**src/rtl/seg_pkg.sv**
```systemverilog
// Shared widths and active-low segment patterns {a,b,c,d,e,f,g} for the scanned
// 7-segment display.
package seg_pkg;

    localparam int unsigned NIB_W = 4;
    localparam int unsigned SEG_W = 7;

    typedef logic [SEG_W-1:0] seg_t;

    localparam seg_t SEG_0     = 7'h01;
    localparam seg_t SEG_1     = 7'h4F;
    localparam seg_t SEG_2     = 7'h12;
    localparam seg_t SEG_3     = 7'h06;
    localparam seg_t SEG_4     = 7'h4C;
    localparam seg_t SEG_5     = 7'h24;
    localparam seg_t SEG_6     = 7'h20;
    localparam seg_t SEG_7     = 7'h0F;
    localparam seg_t SEG_8     = 7'h00;
    localparam seg_t SEG_9     = 7'h0C;
    localparam seg_t SEG_A     = 7'h08;
    localparam seg_t SEG_B     = 7'h60;
    localparam seg_t SEG_C     = 7'h31;
    localparam seg_t SEG_D     = 7'h42;
    localparam seg_t SEG_E     = 7'h30;
    localparam seg_t SEG_F     = 7'h38;
    localparam seg_t SEG_BLANK = 7'h7F;
    localparam seg_t SEG_DASH  = 7'h7E;

endpackage

```
**src/rtl/seg_decode.sv**
```systemverilog
// Combinational nibble-to-segment decoder. Define SEG_SCAN_HEX_EN to show A..F for
// nibbles 10..15; otherwise those nibbles show a dash.
module seg_decode
    import seg_pkg::*;
(
    input  logic [NIB_W-1:0] nib,
    output logic [SEG_W-1:0] seg_c
);

    always_comb begin
        seg_c = SEG_DASH;
        case (nib)
            4'h0: seg_c = SEG_0;
            4'h1: seg_c = SEG_1;
            4'h2: seg_c = SEG_2;
            4'h3: seg_c = SEG_3;
            4'h4: seg_c = SEG_4;
            4'h5: seg_c = SEG_5;
            4'h6: seg_c = SEG_6;
            4'h7: seg_c = SEG_7;
            4'h8: seg_c = SEG_8;
            4'h9: seg_c = SEG_9;
`ifdef SEG_SCAN_HEX_EN
            4'hA: seg_c = SEG_A;
            4'hB: seg_c = SEG_B;
            4'hC: seg_c = SEG_C;
            4'hD: seg_c = SEG_D;
            4'hE: seg_c = SEG_E;
            4'hF: seg_c = SEG_F;
`endif
            default: seg_c = SEG_DASH;
        endcase
    end

endmodule

```
**src/rtl/seg_scan_display.sv**
```systemverilog
// Multiplexed 7-segment scanner with frame-synchronous double buffering and optional
// leading-zero blanking. Hex glyphs are enabled with SEG_SCAN_HEX_EN (see seg_decode).
module seg_scan_display
    import seg_pkg::*;
#(
    parameter int unsigned NUM_DIGITS = 4,
    parameter int unsigned DIV        = 500000,
    parameter bit          BLANK_LZ   = 1'b0
) (
    input  logic                          clk,
    input  logic                          rst,
    input  logic                          en,
    input  logic                          load,
    input  logic [NIB_W*NUM_DIGITS-1:0]   din,
    output logic [SEG_W-1:0]              seg,
    output logic [NUM_DIGITS-1:0]         an,
    output logic                          frame_done
);

    localparam int unsigned DIN_W = NIB_W * NUM_DIGITS;
    localparam int unsigned CNT_W = $clog2(DIV);
    localparam int unsigned IDX_W = (NUM_DIGITS > 1) ? $clog2(NUM_DIGITS) : 1;
    localparam logic [CNT_W-1:0] CNT_LAST = CNT_W'(DIV - 1);
    localparam logic [IDX_W-1:0] IDX_LAST = IDX_W'(NUM_DIGITS - 1);

    logic [CNT_W-1:0]      presc;
    logic [IDX_W-1:0]      idx;
    logic [DIN_W-1:0]      shadow;
    logic [DIN_W-1:0]      disp;
    logic                  pending;
    logic                  tick_c;
    logic                  wrap_c;
    logic [NIB_W-1:0]      nib_c;
    logic [NUM_DIGITS-1:0] an_c;
    logic [NUM_DIGITS-1:0] lz_c;
    logic                  zero_above_c;
    logic                  blank_c;
    logic [SEG_W-1:0]      dec_c;

    assign tick_c = en && (presc == CNT_LAST);
    assign wrap_c = tick_c && (idx == IDX_LAST);

    // Prescaler and scan index; both parked at zero while disabled so scanning
    // restarts with a full slot on digit 0.
    always_ff @(posedge clk) begin
        if (rst || !en) begin
            presc <= '0;
            idx   <= '0;
        end else if (tick_c) begin
            presc <= '0;
            idx   <= (idx == IDX_LAST) ? '0 : idx + IDX_W'(1);
        end else begin
            presc <= presc + CNT_W'(1);
        end
    end

    // Shadow/display buffering: a staged value only becomes visible at a frame wrap.
    always_ff @(posedge clk) begin
        if (rst) begin
            shadow  <= '0;
            disp    <= '0;
            pending <= 1'b0;
        end else begin
            if (wrap_c && pending) begin
                disp <= shadow;
            end
            if (load) begin
                shadow  <= din;
                pending <= 1'b1;
            end else if (wrap_c) begin
                pending <= 1'b0;
            end
        end
    end

    // Digit select and leading-zero detection (lz_c[k]: digit k and all above are zero).
    always_comb begin
        nib_c        = '0;
        an_c         = '1;
        lz_c         = '0;
        zero_above_c = 1'b1;
        blank_c      = 1'b0;
        for (int k = NUM_DIGITS - 1; k >= 0; k--) begin
            zero_above_c = zero_above_c && (disp[NIB_W*k +: NIB_W] == '0);
            lz_c[k]      = zero_above_c;
        end
        for (int k = 0; k < NUM_DIGITS; k++) begin
            if (idx == IDX_W'(k)) begin
                nib_c   = disp[NIB_W*k +: NIB_W];
                an_c[k] = 1'b0;
                blank_c = BLANK_LZ && (k != 0) && lz_c[k];
            end
        end
    end

    seg_decode u_decode (
        .nib   (nib_c),
        .seg_c (dec_c)
    );

    always_ff @(posedge clk) begin
        if (rst || !en) begin
            seg        <= SEG_BLANK;
            an         <= '1;
            frame_done <= 1'b0;
        end else begin
            seg        <= blank_c ? SEG_BLANK : dec_c;
            an         <= an_c;
            frame_done <= wrap_c;
        end
    end

endmodule

```
**config.mk**
```make
export PLATFORM = sky130hd
export DESIGN_NAME = seg_scan_display
export DESIGN_NICKNAME = d
export VERILOG_FILES = /design/src/rtl/seg_pkg.sv /design/src/rtl/seg_decode.sv /design/src/rtl/seg_scan_display.sv
export SDC_FILE = /design/constraint.sdc
export NUM_CORES = 1
export LEC_CHECK = 0
export CORE_ASPECT_RATIO = 2
export CORE_UTILIZATION = 52
export CTS_CLUSTER_DIAMETER = 120
export DETAILED_ROUTE_END_ITERATION = 12
export HOLD_SLACK_MARGIN = 0.03
export PLACE_DENSITY = 0.75
export SYNTH_ARGS = -nofsm -noshare
export SYNTH_HDL_FRONTEND = slang
export SYNTH_SLANG_ARGS = --single-unit
```
**constraint.sdc**
```tcl
create_clock -name clk -period 3.13 [get_ports clk]
set_input_delay 0.4695 -clock clk [delete_from_list [all_inputs] [get_ports clk]]
set_output_delay 0.4695 -clock clk [all_outputs]
set_load 0.05 [all_outputs]
```
==> results.md, run 1 <==
- Status: completed
- Final ANT Viol Nets: 0
- Number of synthesized register bits: 66
- Vias in the first global route: 2,228
- Final setup fails: 0
- Worst min path class: reg2reg
- Synthesized cell area: 2890 sq um
- Setup TNS: 0 ps
- Crit path max fanout: 17
- Setup bufs post-CTS: 0
- FF-to-FF End: seg[1]
- Yosys Warn Count: 0
- H-tree depth: 3
- Post-Syn Nets: 352
- Fin. max-slew vios: 0
- Grt total ovfl: 0
- Critical Path Source Type: flip-flop
- Die area: 5880 sq um
- Crit path cell chain: ha_1 > a211oi_1 > a211oi_1 > ha_1 > nor3b_1 > a221oi_1 > o21ai_0
- Area occupied by multi-input gates: 1440 sq um
- 1st-iter DRT viols: 55
- Power Density: 482 nW/um^2
- CTS clk-pin slew, worst paths: 70 ps
- Part of the cycle the worst path needs: 80.7%
- Clock buffer count from CTS: 9
- # DRC: 0
- Total number of vias: 2,333
- Die span in y: 107 um
- Layout cells sized above 1: 7.08%
- Worst EP required: 3400 ps
- WL final: 5.90 mm
- Worst path max stage delay: 700 ps
- Post-synth EDFFs: 0
- Syn Area/Cell: 9.00 sq um
- Synth async-reset ratio: 0%
- Core area: 5370 sq um
- Initial Utilization: 53.8%
- Area Overhead vs Synth: 18.0%
- Final Util: 63.5%
- Worst-skew pair later-pin latency: 340 ps
- Post-synth top flop: dfxtp_1
- Post-DP Area: 3220 sq um
- Leakage: 0.00123 uW
- Critical path depth: 7
- Worst Hold End: disp[13]
- RR Startpoint: idx[0]
- Root Buffer: clkbuf_8
- Actual slew at the worst max-slew pin: 825 ps
- Endpoint class of the critical path: flip-flop
- Post-DP HPWL: 4.14 mm
- Hold Slack: 471 ps
- Diodes inserted: 0
- Library cells used by synthesis: 43
- Number of I/O pins: 32
- Filler Cell Count: 453
- First-pass GRT wire length: 10.0 mm
- Hold Violations, Final: 0
- Die Wd: 54.7 um
- Family with the most delay on the worst path: compound AO/OA/AOI/OAI gates
- Hold Crit Start: shadow[13]
- Largest net degree at the start of global routing: 35
- Worst path bufs/invs: 0
- IO Port Bufs: 31
- Storage cell area: 1320 sq um
- Final instance area: 3410 sq um
- Reg2Reg Depth: 7
- Vias per inst: 5.65
- VDD IR max: 0.000412 V
- Clk buf depth: 2
- Crit-path slowest cell: a211oi_1
- Post-CTS sizing: 0
- Hold Buf Count CTS: 0
- FF-to-FF setup slack: 600 ps
- Nets: 380
- Skew final: 6.79 ps
- Num rows: 38
- GRT Overall Usage: 23.2%
- Synth Instances: 321
- Hold depth: 2
- RSZ-0062 raised after global routing: no
- Initial antenna violation count: 0
- CP arrival: 2790 ps
- Critical path type: reg2reg
- Max cap viols: 0
- Sequential area share after synthesis: 45.7%
- Slew headroom: 44.6%
- 1st-pass router iterations: 4
- Fmax: 396 MHz
- Tmin final: 2530 ps
- Sink Count: 66
- Routed len/inst: 14.3 um
- CTS tree: done
- Gp weighted congestion: 0.816
[cell families (layout without fill, tap and decap cells)]
logic type                 count (synthesis)  in the layout  share of synthesized area [%]
adders and majority gates                 11             11                           4.76
xor gates and xnor gates                  13             13                           3.94
AOI/OAI and AO/OA                         66             66                           13.3
DFF                                       66             66                           45.7
muxes                                     19             19                           6.63
and+or+nand+nor                          117            117                           21.3
buffers and inverters                     29             61                           4.33
[routing by layer]
| layer | share of wire, % | GRT usage (%) | vias up |
|---|---|---|---|
| li1 | - | - | 1190 |
| met1 | 43 | 28.9 | 1102 |
| met2 | 54 | 37.2 | 36 |
| met3 | 2.2 | 5.23 | 5 |
| met4 | 1.1 | 8.97 | 0 |
| met5 | 0 | 0 | - |
[sequential cells by signal, indices dropped and copies added, names as in the netlist]
name        flops
disp           16
shadow         16
idx             2
pending         1
an              4
presc          19
seg             7
frame_done      1
[tightest hold or removal path: stages (launching register included)]
cell	delay (ps)
dfxtp_1	310
nand3_1	60
a21oi_1	50
[power by group]
group	leakage, uW	switching [uW]	total, uW	internal (uW)
registers	0.000538	9.43	869	859
clock network	0.0000962	294	677	383
logic	0.000600	50.7	98.9	48.1
total	0.00123	355	1640	1290
[cell usage after synthesis, drive strengths merged (4+ instances only)]
master / instances / area, sq um
nand2: 12 / 47.6
nor2b: 4 / 25.0
nor2: 35 / 131
xnor2: 8 / 70.1
a21oi: 25 / 125
xor2: 5 / 43.8
nand3b: 4 / 30.0
inv: 10 / 37.5
o21ai: 26 / 130
nand3: 28 / 145
nand4: 5 / 31.3
ha: 11 / 138
buf: 7 / 41.3
a211oi: 5 / 42.5
dfxtp: 66 / 1320
mux2i: 18 / 180
clkbuf: 12 / 46.3
nor3b: 6 / 45.0
nor4: 5 / 31.3
[cell usage in the layout, fill, tap and decap left out, drive strengths merged, types with 3 or more instances in the layout]
cell,n
nor4,5
nor3b,6
xnor2,8
a211oi,5
o21ai,26
dfxtp,66
nor2b,4
nand3,28
inv,10
nor2,35
clkdlybuf4s50,31
or4,3
buf,5
clkbuf,12
mux2i,18
ha,11
a21oi,25
a2bb2oi,3
nand4,5
nand3b,4
or3,3
xor2,5
nand2,12
[layout make-up]
cell class | instances | area share [%]
Sequential cell | 66 | 38.8
Tap cell | 60 | 2.20
Timing Repair Buffer | 36 | 10.2
Clock inverter | 3 | 1.17
Multi-Input combinational cell | 226 | 42.3
Inverter | 10 | 1.10
Clock buffer | 12 | 4.26
[through the flow]
step,cells,total power (uW),setup slack [ps]
floorplan,321,942,948
global placement,398,985,759
detailed placement,398,987,649
CTS,413,1660,619
global route,413,1710,314
finish,413,1640,605
[worst max path at each step]
stage          endpoint  slack, ps   start
4_1_cts          seg[1]        620  idx[0]
6_report         seg[1]        600  idx[0]
5_1_grt          seg[1]        310  idx[0]
3_3_place_gp     seg[1]        760  idx[0]
3_5_place_dp     seg[1]        650  idx[0]
2_1_floorplan    seg[1]        950  idx[0]
No activity file was read; power rests on OpenSTA's default activity.
==> run 2: changes to the inputs <==
CORE_UTILIZATION = 50   (was 52)
clock period = 2.2 ns   (was 3.13 ns; I/O delays follow)
==> run 2 against run 1 <==
Against the previous run:
- routed wire length increased by 3.4%
- utilization increased by 0.74 points
- critical path depth unchanged
- cell count increased by 2.4%
- sequential share of layout area decreased by 1.4 points
- sequential power increased by 42%
- clock power increased by 65%
- cell area increased by 3.9%
- clock skew decreased by 1.2 ps
- highest routed layer unchanged
==> results.md, run 2 (same netlist as run 1, synthesis figures left out) <==
- Sink Count: 66
- Final Instance Count excl. Fillers: 423
- Initial Utilization: 52.4%
- Worst EP required: 2470 ps
- IO Port Bufs: 31
- Comb pwr share: 5.7%
- Storage cell area: 1320 sq um
- RSZ-0062 raised after global routing: no
- Setup bufs post-CTS: 0
- Worst path max stage delay: 500 ps
- Leakage: 0.00130 uW
- Fin. max-slew vios: 0
- Fmax: 478 MHz
- Root Buffer: clkbuf_8
- Vias per inst: 5.68
- Top flop regs: presc (19), disp (16), shadow (16)
- Crit-path slowest cell: a311o_2
- Commonest non-fill, non-tap cell in the layout: dfxtp_1
- Total number of vias: 2,402
- Routed len/inst: 14.4 um
- Die span in y: 110 um
- Max reg flops: 19
- Skew final: 5.62 ps
- Sw power: 540 uW
- Tmin final: 2090 ps
- Area Overhead vs Synth: 22.6%
- Max cap viols: 0
- Post-DP HPWL: 4.29 mm
- Core area: 5520 sq um
- Power Density: 705 nW/um^2
- P_int: 1960 uW
- Num rows: 38
- Vias in the first global route: 2,363
- Initial antenna violation count: 0
- Area occupied by multi-input gates: 1470 sq um
- Crit path cell chain: inv_1 > ha_1 > buf_4 > nand3b_1 > a311o_2 > mux2_2 > a2bb2oi_1
- # DRC: 0
- Gp weighted congestion: 0.833
- Part of the cycle the worst path needs: 95.2%
- Worst-skew pair later-pin latency: 350 ps
- Seq pwr share: 49.5%
- Switching power share of the total: 21.6%
- Slew headroom: 66.4%
- Worst min path class: reg2reg
- Hold Slack: 460 ps
- H-tree depth: 3
- VDD IR max: 0.000581 V
- Diodes inserted: 0
- Status: completed
- Family with the most delay on the worst path: compound AO/OA/AOI/OAI gates
- Most flop-heavy register: presc
- Grt total ovfl: 0
- 1st-pass router iterations: 4
- Final ANT Viol Nets: 0
- Hold Violations, Final: 0
- Number of I/O pins: 32
- Post-CTS sizing: 0
- Crit path max fanout: 5
- Critical Path Source Type: flip-flop
- Endpoint class of the critical path: flip-flop
- Largest net degree at the start of global routing: 34
- CTS tree: done
- Layout cells sized above 1: 11.8%
- Setup TNS: 0 ps
- Clock power share: 44.8%
- WL final: 6.10 mm
- Number of placed cells counting well taps: 407
- Most frequent cells in the layout: dfxtp_1 (64), nor2_1 (35), clkdlybuf4s50_1 (31)
- Clk buf depth: 2
- CTS clk-pin slew, worst paths: 70 ps
- CP arrival: 2370 ps
- Nets: 389
- Die area: 6100 sq um
- Clock buffer count from CTS: 9
- Hold Buf Count CTS: 0
- Filler Cell Count: 479
- Final setup fails: 0
- Worst path bufs/invs: 2
- Actual slew at the worst max-slew pin: 502 ps
- Die Wd: 55.8 um
- GRT Overall Usage: 22.1%
- 1st-iter DRT viols: 104
- First-pass GRT wire length: 10.2 mm
- Critical path type: reg2reg
==> run 2: changes by cell type in the layout (fill, tap and decap cells not counted), sizes merged <==
cell,previous run,this run
bufinv,1,2
buf,5,14
clkbuf,12,11
clkinvlp,0,1
==> run 2: through the flow <==
stage	area, sq um	util (%)	total power [uW]	worst slack [ps]
after floorplan	2890	-	1340	17.9
after global placement	3290	59.7	1400	175
after detailed placement	3290	59.7	1400	88.3
after CTS	3510	63.7	2530	60.4
after global routing	3540	64.2	2570	3.20
final	3540	64.2	2500	106
==> run 2: power by group through the flow <==
stage                     logic (uW)  clock network [uW]  registers (uW)
final                            143                1120            1230
after global routing             153                1180            1240
after global placement           140                   0            1260
after floorplan                 57.8                   0            1280
after CTS                        143                1150            1230
after detailed placement         142                   0            1260
==> run 2: worst paths after layout <==
kind               to  slack [ps]  cells after the start  startpoint
max            seg[2]         110                      7      idx[1]
min          presc[0]         460                      1    presc[0]
max reg2reg    seg[2]         110                      7      idx[1]
min reg2reg  presc[0]         460                      1    presc[0]
==> run 2: worst register-to-register path: stages (launching register included) <==
cell	delay, ps
dfxtp_2	370
inv_1	70
ha_1	230
buf_4	170
nand3b_1	220
a311o_2	500
mux2_2	300
a2bb2oi_1	160
==> run 2: final cells by class <==
class                      count  share of cell area [%]
tap                           60                    2.12
clock buffer                  11                    3.99
multi-input combinational    226                    41.5
inverter                      10                    1.06
sequential                    66                    37.4
timing repair buffer          45                    11.7
clock inverter                 5                    2.19
==> run 2: routing by layer <==
metal,routed length [um],track usage (%),vias to the layer above
li1,-,-,1208
met1,2500,22.4,1124
met2,3210,39.3,51
met5,0,0,-
met4,241,17.5,0
met3,144,3.88,19
